**src/rtl/pl_button_debouncer.sv**
```systemverilog
// Button/switch debouncer: polarity fix, 2-flop synchronizer, shared sample-tick prescaler,
// per-channel stability counter, and single-cycle press/release events.
module pl_button_debouncer #(
  parameter int unsigned WIDTH        = 8,
  parameter int unsigned TICK_DIV     = 4000,
  parameter int unsigned STABLE_TICKS = 500,
  parameter bit          ACTIVE_LOW   = 1'b0
) (
  input  logic             clk,
  input  logic             reset,
  input  logic             enable,
  input  logic [WIDTH-1:0] btn_in,
  output logic [WIDTH-1:0] btn_state,
  output logic [WIDTH-1:0] btn_press,
  output logic [WIDTH-1:0] btn_release,
  output logic             tick
);

  localparam int unsigned PresW = (TICK_DIV > 1) ? $clog2(TICK_DIV) : 1;
  localparam int unsigned CntW  = (STABLE_TICKS > 0) ? $clog2(STABLE_TICKS + 1) : 1;
  localparam logic [PresW-1:0] PresMax = PresW'(TICK_DIV - 1);
  localparam logic [CntW-1:0]  CntMax  = CntW'(STABLE_TICKS - 1);

  logic [WIDTH-1:0] btn_cond;
  logic [WIDTH-1:0] sync1_q, sync2_q;

  logic [PresW-1:0] pres_q, pres_d;

  logic [CntW-1:0]  cnt_q [WIDTH];
  logic [CntW-1:0]  cnt_d [WIDTH];
  logic [WIDTH-1:0] state_q, state_d;
  logic [WIDTH-1:0] press_q, press_d;
  logic [WIDTH-1:0] release_q, release_d;

  assign btn_cond = ACTIVE_LOW ? ~btn_in : btn_in;

  // Synchronizer keeps running while disabled so the level is fresh on re-enable.
  always_ff @(posedge clk) begin
    if (reset) begin
      sync1_q <= '0;
      sync2_q <= '0;
    end else begin
      sync1_q <= btn_cond;
      sync2_q <= sync1_q;
    end
  end

  assign tick = enable & (pres_q == PresMax);

  always_comb begin
    pres_d = pres_q;
    if (!enable || tick) begin
      pres_d = '0;
    end else begin
      pres_d = pres_q + PresW'(1);
    end
  end

  always_comb begin
    state_d   = state_q;
    press_d   = '0;
    release_d = '0;
    for (int i = 0; i < WIDTH; i++) begin
      cnt_d[i] = cnt_q[i];
      if (!enable) begin
        cnt_d[i] = '0;
      end else if (tick) begin
        if (sync2_q[i] == state_q[i]) begin
          cnt_d[i] = '0;
        end else if (cnt_q[i] == CntMax) begin
          // Commit: event pulse is registered alongside the new level.
          cnt_d[i]     = '0;
          state_d[i]   = sync2_q[i];
          press_d[i]   = sync2_q[i];
          release_d[i] = ~sync2_q[i];
        end else begin
          cnt_d[i] = cnt_q[i] + CntW'(1);
        end
      end
    end
  end

  always_ff @(posedge clk) begin
    if (reset) begin
      pres_q    <= '0;
      state_q   <= '0;
      press_q   <= '0;
      release_q <= '0;
      for (int i = 0; i < WIDTH; i++) begin
        cnt_q[i] <= '0;
      end
    end else begin
      pres_q    <= pres_d;
      state_q   <= state_d;
      press_q   <= press_d;
      release_q <= release_d;
      for (int i = 0; i < WIDTH; i++) begin
        cnt_q[i] <= cnt_d[i];
      end
    end
  end

  assign btn_state   = state_q;
  assign btn_press   = press_q;
  assign btn_release = release_q;

endmodule

```
**config.mk**
```make
export PLATFORM = sky130hd
export DESIGN_NAME = pl_button_debouncer
export DESIGN_NICKNAME = d
export VERILOG_FILES = /design/src/rtl/pl_button_debouncer.sv
export SDC_FILE = /design/constraint.sdc
export NUM_CORES = 1
export LEC_CHECK = 0
export CAP_MARGIN = 20
export CORE_ASPECT_RATIO = 0.7
export CORE_MARGIN = 2
export CORE_UTILIZATION = 60
export CTS_CLUSTER_SIZE = 12
export DETAILED_ROUTE_END_ITERATION = 7
export PLACE_DENSITY_LB_ADDON = 0.1
export RECOVER_POWER = 100
export SKIP_LAST_GASP = 1
export SYNTH_ARGS = -nofsm -noshare
export SYNTH_HDL_FRONTEND = slang
export SYNTH_SLANG_ARGS = --single-unit
```
**constraint.sdc**
```tcl
create_clock -name clk -period 3.4 [get_ports clk]
set_input_delay 0.85 -clock clk [delete_from_list [all_inputs] [get_ports clk]]
set_output_delay 0.85 -clock clk [all_outputs]
set_load 0.03 [all_outputs]
```
Word-level counts from Yosys, hierarchy flattened. Memory sizes are Yosys's and may differ from the RTL's. Cells that the tools add are included.

Logic and storage cells: 151. Register bits: 52. Memory bits (writable): 72. Memories kept: 1. Input port bits: 11.

Memory list: cnt_q (depth 8, width 9, rd ports 8, clocked after Yosys merged registers in 0, wr ports 8, line 29) `logic [CntW-1:0] cnt_q [WIDTH];`.

Muxes and demuxes: 43. Bitwise gates (word level): 35. Add/subtract/negate cells: 9. Equality and inequality tests: 17. Reduce and logical (&&, ||, !) cells: 19.

Operators by type and width (count): 9-bit 2-to-1 mux (40); 9-bit by 1-bit adder with 9-bit output (second input constant) (8); 9-bit equality test (second input constant) (8); 5-bit OR reduction (8); 4-bit AND reduction (8); 1-bit NOT (26); 12-bit by 1-bit adder with 12-bit output (second input constant) (1); 12-bit equality test (second input constant) (1); 1-bit equality test (8); 1-bit bitwise OR (8); 1-bit 2-to-1 mux (3); 2-bit OR reduction (1); 1-bit bitwise AND (1); 1-bit logical NOT (1); 1-bit logical OR (1).

Depth between registers and ports, before layout. Gate-level depths: netlist of run 1.

Depth after elaboration: 6. Depth in mapped cells: 8. Depth with buffers taken out: 5.

Worst setup path before layout of run 1. No wires, ideal clock.

Path kind: input to register. From: input reset. To: memory cnt_q[1][6] (netlist bit). Required time: 3330 ps. Stages: 6. Arrival time: 2014 ps. Setup slack: 1316 ps. Setup time: 70 ps. Path through: clkbuf_1 nand2b_1 buf_2 a211oi_2 o21ai_0 a21oi_1.

RTL lines: start: declaration (line 10) `input logic reset,`; end: declaration (line 29).

Worst setup path in the final report of run 1.
From: input enable. To: output tick.

Longest elaborated chain between the ends: 1.

Ends and longest elaborated chain: start: declaration (line 11) `input logic enable,`; 1-bit bitwise AND (line 48) `assign tick = enable & (pres_q == PresMax);`; end: declaration (line 16) `output logic tick`.

Every way passes these cells.

==> parameters.txt, run 1 <==
Parameter                              Value

Clock network
  Clk_lat worst skew ... 0.42 ns
  H-tree Lvls ... 4
  Total CTS buffers ... 17
  Clock Pin Slew Worst Setup and Hold Paths ... 0.06 ns
  Number of setup buffers added after CTS ... 0
  CTS Buffer Depth ... 2
  Clock Root Buffer ... clkbuf_16
  CTS-repair resized insts ... 0
  Clock tree from TritonCTS ... yes
  Hold buffers post-CTS ... 0
  Number of clock sinks seen by CTS ... 124

Worst setup path
  Critical register-to-register path endpoint ... cnt_q[1][16]
  Element type at the critical path start ... input port
  Crit-path slowest cell ... clkdlybuf4s50_1
  Worst Path Required ... 2.55 ns
  Worst flop-to-flop path startpoint ... pres_q[0]
  Path type of the worst setup path ... in2out
  Worst-path maximum fanout ... 4
  Depth of the most critical reg-to-reg path ... 7
  Cells along the critical path ... dlygate4sd3_1, nand4_4, inv_1, clkdlybuf4s50_1
  Worst setup EP type ... output pin
  Reg-to-reg setup timing slack ... 0.34 ns
  Delay of the slowest critical-path stage ... 0.67 ns
  End point of the critical path ... tick
  Launching element of the worst setup path ... enable
  Worst path arrival time ... 2.35 ns

Timing
  Relative slew margins ... 20.0%
  Final Hold Slack ... 0.428 ns
  Post-route setup TNS ... 0 ns
  Final setup violation count ... 0
  Final critical-path share of the clock period ... 94.1%
  Count of final hold-check violations ... 0
  Fmax ... 313 MHz
  Post-layout minimum cycle time ... 3.20 ns
  Setup repair after global routing missed its margin ... false
  Final Max Tran Viols ... 0
  Transition time at the pin with the least slew margin ... 1.20 ns
  Skew final ... 0.00914 ns

Logic synthesis
  Share of synthesized flip-flops with an asynchronous set or reset ... 0%
  Proportion of synthesized chip area in sequential cells ... 43.3%
  Mean cell area of the mapped netlist ... 8.52 um2
  Post-synthesis compound-gate area fraction ... 16.5%
  Share of the synthesized netlist area taken by xor and xnor gates ... 2.75%
  Top FF cell, synth ... dfxtp_1
  Count of cell types in the netlist ... 56
  Portion of synthesized cell area occupied by the leading cell type ... 43.3%
  Library cell with the highest instance count after synthesis ... dfxtp_1
  Count of warnings emitted by yosys ... 0
  Largest family of logic cells by synthesized area ... simple AND/OR/NAND/NOR gates
  Post-Synth Simple-Gate Area ... 31.7%
  Mux share of post-synthesis cell area ... 0%
  Post-Syn Instances ... 673
  Cell types occupying the most area after synthesis ... dfxtp_1 (43%), a21oi_1 (5.7%), nand3_1 (5.4%)
  Cell area after technology mapping ... 5730 um2
  Synthesized Nets ... 693
  Area leader, netlist ... dfxtp_1
  Number of enable flip-flop cells after synthesis ... 0
  Adder and majority cell fraction of the synthesized area ... 1.96%
  Commonest cells post-synth ... dfxtp_1 (124), nand2_1 (75), a21oi_1 (65), nand3_1 (62), nor2_1 (31)
  Number of storage elements in the synthesis netlist ... 124

Finish
  Flip-flop and latch area ... 2480 um2
  Fraction of final layout cells sized beyond drive strength 1 ... 6.48%
  Diodes inserted ... 0
  Area of the multi-input gates ... 3020 um2
  Net count of the finished layout ... 717
  Area growth syn-to-layout ... 17.3%
  Finished Cell Area ... 6720 um2
  FILL cells ... 681

Detailed routing
  Number of iterations in the first detailed-routing pass ... 5
  Wire length after detailed routing ... 13.7 mm
  Detailed Route Iter0 Violations ... 549
  Final antenna-violating net count ... 0
  Avg WL per Cell ... 16.4 um
  DRC violations left ... 0
  Total vias in the final route ... 5146
  Ratio of routed vias to standard cells ... 6.17

GRT
  Residual overflow from global routing ... 0
  Pin count of the biggest net entering global routing ... 46
  Via count of the first global-routing pass ... 4810
  Antenna violations before repair ... 0
  Wire length of the first global-routing pass ... 23.1 mm
  GR Util All Layers ... 28.0%

Die
  Top-Level Pins ... 36
  Core Region ... 9180 um2
  Starting density of the core ... 62.5%
  Chip Width ... 121 um
  Die span in y ... 85.8 um
  Total Die Area ... 10400 um2
  Count of standard-cell rows ... 29

Outcome
  Result of the run ... completed

Hold path
  Depth of the worst hold-timing path ... 1
  Worst hold start ... sync1_q[1]
  Type of the most critical hold path ... reg2reg

Power and ir drop
  Leakage ... 0.00230 uW
  Maximum vdd ir drop ... 0.000460 V
  Pwr per Cell Area ... 506 nW/um2

Place
  Area after DPL ... 6150 um2
  Number of I/O port buffers ... 35
  Estimated wirelength of the detail-placed design ... 8.52 mm
  Global placer's final weighted congestion ... 0.825

Job
  Max-cap violation count ... 0
## layout make-up
| type | count | area share [%] |
|---|---|---|
| Clock inverter | 14 | 2.55 |
| Timing Repair Buffer | 46 | 6.29 |
| Sequential cell | 124 | 36.9 |
| Clock buffer | 18 | 6.53 |
| Tap cell | 124 | 2.31 |
| Inverter | 9 | 0.502 |
| Multi-Input combinational cell | 499 | 44.9 |
## metal layers
layer	track usage [%]	part of all wire (%)
met5	0	0
met2	43.2	45
met1	39.2	49
met3	6.18	4.8
met4	9.20	0.93
## state kept, by name, indices dropped and copies added (netlist names)
name	cells
btn_press	8
cnt_q	72
sync1_q	8
btn_state	8
sync2_q	8
pres_q	12
btn_release	8
## report_power, final
| group | total [uW] | internal [uW] | switching, uW |
|---|---|---|---|
| registers | 1470 | 1460 | 6.99 |
| logic | 81.7 | 27.7 | 54.0 |
| clock network | 1850 | 1170 | 679 |
## per-stage QoR
step                worst slack (ns)  power [uW]  utilization [%]  instances
floorplan                       1.32        1550                -        673
global placement               0.269        1580             67.0        802
detailed placement             0.252        1590             67.0        802
CTS                            0.259        3430             73.7        834
global route                   0.108        3500             73.2        834
finish                         0.202        3400             73.2        834
## cell families (layout without fill, tap and decap cells)
kind of cell / after synthesis / in the layout
AO/OA/AOI/OAI: 154 / 154
XOR/XNOR: 18 / 18
adder cells (fa/ha/maj): 9 / 9
buffers and inverters: 50 / 87
flip-flops: 124 / 124
AND/OR/NAND/NOR: 318 / 318
## placed cells by master (no fill, tap or decap), types with 13 or more instances in the layout
cell type / Yosys / final
a31oi_1: 16 / 16
nor3b_1: 17 / 17
nand2_1: 75 / 75
nor2_1: 31 / 31
and3_1: 21 / 21
nor2b_1: 18 / 18
and4_1: 13 / 13
o22ai_1: 16 / 16
clkbuf_16: 0 / 17
a21oi_1: 65 / 65
dfxtp_1: 124 / 124
dlygate4sd3_1: 0 / 26
o21ai_0: 21 / 21
nand3_1: 62 / 63
## worst max-delay path: cells and delay by family
kind | cells | cell delay, ns
and+or+nand+nor | 1 | 0.10
buffers and inverters | 3 | 1.39
## worst min path at each step
stage | to
detailed placement | sync2_q[3]
global placement | sync2_q[1]
global route | sync2_q[6]
finish | sync2_q[1]
floorplan | sync2_q[0]
CTS | sync2_q[1]
Power figures use the tool's default switching activity.
==> run 2, diff against run 1 <==
--- a/config.mk
+++ b/config.mk
@@ -6,7 +6,7 @@
 export NUM_CORES = 1
 export LEC_CHECK = 0
 export CAP_MARGIN = 20
-export CORE_ASPECT_RATIO = 0.7
+export CORE_ASPECT_RATIO = 1.2
 export CORE_MARGIN = 2
 export CORE_UTILIZATION = 60
 export CTS_CLUSTER_SIZE = 12
@@ -14,6 +14,7 @@
 export PLACE_DENSITY_LB_ADDON = 0.1
 export RECOVER_POWER = 100
 export SKIP_LAST_GASP = 1
+export SLEW_MARGIN = 20
 export SYNTH_ARGS = -nofsm -noshare
 export SYNTH_HDL_FRONTEND = slang
 export SYNTH_SLANG_ARGS = --single-unit
==> run 2 against run 1 <==
Worst hold slack better by 0.011 ns. Combinational power shrank 3.3%. Sequential share of layout area up 0.069 points. Final area down 0.19%. Wire length decreased by 4.6%. Die area about the same. Final cell count fell by 0.24%. Power fell by 1.4%. Global-route usage down 2.0 points. Maximum frequency rose by 9.9%. Clock-buffer cell count did not move. Largest cell class unchanged.
==> parameters.txt, run 2 (synthesized netlist as in run 1, its figures left out) <==
Parameter                              Value

Worst setup path
  Critical register-to-register path endpoint ... btn_press[1]
  Worst path arrival time ... 3.21 ns
  Worst setup EP type ... register
  Element type at the critical path start ... input port
  Reg-to-reg setup timing slack ... 0.74 ns
  Depth of the most critical reg-to-reg path ... 6
  Cell family with the largest share of critical-path delay ... buffers and inverters
  Worst Path Required ... 3.70 ns
  CP bufs+invs ... 2
  Worst-path maximum fanout ... 27
  Path type of the worst setup path ... in2reg
  Crit-path slowest cell ... clkbuf_1
  Delay of the slowest critical-path stage ... 0.92 ns
  Worst flop-to-flop path startpoint ... pres_q[0]
  Cells along the critical path ... dlygate4sd3_1, nand2b_1, clkbuf_1, nor3_1, o22a_1

Power and ir drop
  Pwr per Cell Area ... 500 nW/um2
  Maximum vdd ir drop ... 0.000307 V
  Leakage ... 0.00228 uW

Hold path
  Min-Delay Endpoint ... sync2_q[4]
  Worst hold start ... sync1_q[4]
  Depth of the worst hold-timing path ... 1
  Type of the most critical hold path ... reg2reg

GRT
  Busiest layer in global routing ... met2
  Pin count of the biggest net entering global routing ... 46
  GR Util All Layers ... 26.0%
  GR Layer Usage met1 ... 29.6%
  Met3 track demand over resource ... 6.12%
  Via count of the first global-routing pass ... 4735
  Antenna violations before repair ... 0
  Residual overflow from global routing ... 0
  Routing usage on met2 ... 46.6%
  Wire length of the first global-routing pass ... 21.7 mm

Finish
  Most flops, register ... cnt_q
  Most frequent cells in the layout ... dfxtp_1 (124), nand2_1 (75), a21oi_1 (65), nand3_1 (62), nor2_1 (30)
  Biggest registers after layout ... cnt_q (72), pres_q (12)
  Leading cell type in the layout, fill and taps excluded ... dfxtp_1
  Fraction of final layout cells sized beyond drive strength 1 ... 6.49%
  Area growth syn-to-layout ... 17.0%
  Max FFs per register ... 72
  Finished Cell Area ... 6710 um2
  Diodes inserted ... 0
  FILL cells ... 761
  Net count of the finished layout ... 716

Die
  Core Region ... 9420 um2
  Chip Width ... 93.2 um
  Starting density of the core ... 60.9%
  Total Die Area ... 10400 um2
  Top-Level Pins ... 36
  Count of standard-cell rows ... 39
  Die span in y ... 111 um

Place
  Setup slack after placement ... 0.652 ns
  Number of I/O port buffers ... 35
  Estimated wirelength of the detail-placed design ... 8.42 mm
  Area after DPL ... 6140 um2
  Global placer's final weighted congestion ... 0.800

Detailed routing
  Wire length after detailed routing ... 13.1 mm
  DRC violations left ... 0
  Total vias in the final route ... 5081
  Ratio of routed vias to standard cells ... 6.11
  Number of iterations in the first detailed-routing pass ... 6
  Avg WL per Cell ... 15.7 um
  Final antenna-violating net count ... 0
  Detailed Route Iter0 Violations ... 251

Clock network
  Total CTS buffers ... 17
  CTS-repair resized insts ... 0
  Number of setup buffers added after CTS ... 0
  H-tree Lvls ... 4
  CTS Buffer Depth ... 2
  Clock Pin Slew Worst Setup and Hold Paths ... 0.06 ns
  Hold buffers post-CTS ... 0
  Clock tree from TritonCTS ... yes
  Clk_lat worst skew ... 0.42 ns
  Number of clock sinks seen by CTS ... 124
  Clock Root Buffer ... clkbuf_16

Outcome
  Result of the run ... completed

Timing
  Final Max Tran Viols ... 0
  Relative slew margins ... 20.3%
  Skew final ... 0.00651 ns
  Final setup margin ... 0.489 ns
  Final critical-path share of the clock period ... 85.6%
  Transition time at the pin with the least slew margin ... 1.20 ns
  Final setup violation count ... 0
  Count of final hold-check violations ... 0
  Post-route setup TNS ... 0 ns
  Fmax ... 343 MHz
  Setup repair after global routing missed its margin ... false
  Post-layout minimum cycle time ... 2.91 ns

Job
  Max-cap violation count ... 0
## run 2: changes by cell type in the layout (fill, tap and decap cells not counted), sizes merged
cell and change:
bufinv -1, clkinv -6, clkbuf -1, inv +5, clkinvlp +2, clkdlybuf4s50 -1, buf +1
## run 2: final cells by class
type	count	area, um2	area share, %
Clock buffer	18	439	6.54
Tap cell	123	154	2.29
Clock inverter	14	159	2.37
Timing Repair Buffer	45	414	6.17
Multi-Input combinational cell	499	3030	45.1
Inverter	9	33.8	0.503
Sequential cell	124	2480	37.0
## run 2: power breakdown
group	switching [uW]	internal, uW
sequential	6.16	1460
combinational	51.4	27.6
clock	695	1110
## run 2: worst max path at each step
stage | startpoint | end | slack (ns) | depth (start not counted)
floorplan | reset | cnt_q[1][6] | 1.32 | 6
global placement | enable | tick | 0.70 | 4
detailed placement | enable | cnt_q[1][26] | 0.65 | 6
CTS | pres_q[0] | tick | 0.63 | 5
global route | reset | cnt_q[1][30] | 0.33 | 5
finish | reset | cnt_q[1][30] | 0.49 | 5
## run 2: worst register-to-register path: stages (launching register included)
cell and delay, ns:
dfxtp_1 0.37, ha_1 0.22, and4_1 0.46, and3_1 0.23
clkbuf_2 0.74, nand3_1 0.25, nor3b_1 0.31
## run 2: routing by layer
layer	vias up	wire length [um]
li1	2524	-
met1	2424	5550
met2	116	6910
met3	17	447
met4	0	165
met5	-	0
## run 2: per-stage QoR
stage	std cells	hold WS, ns	util [%]	power [uW]
6_report	832	0.439	71.3	3350
5_1_grt	832	0.459	71.3	3460
4_1_cts	832	0.444	71.6	3380
2_1_floorplan	673	0.414	-	1550
3_3_place_gp	800	0.418	65.2	1580
3_5_place_dp	800	0.429	65.2	1580
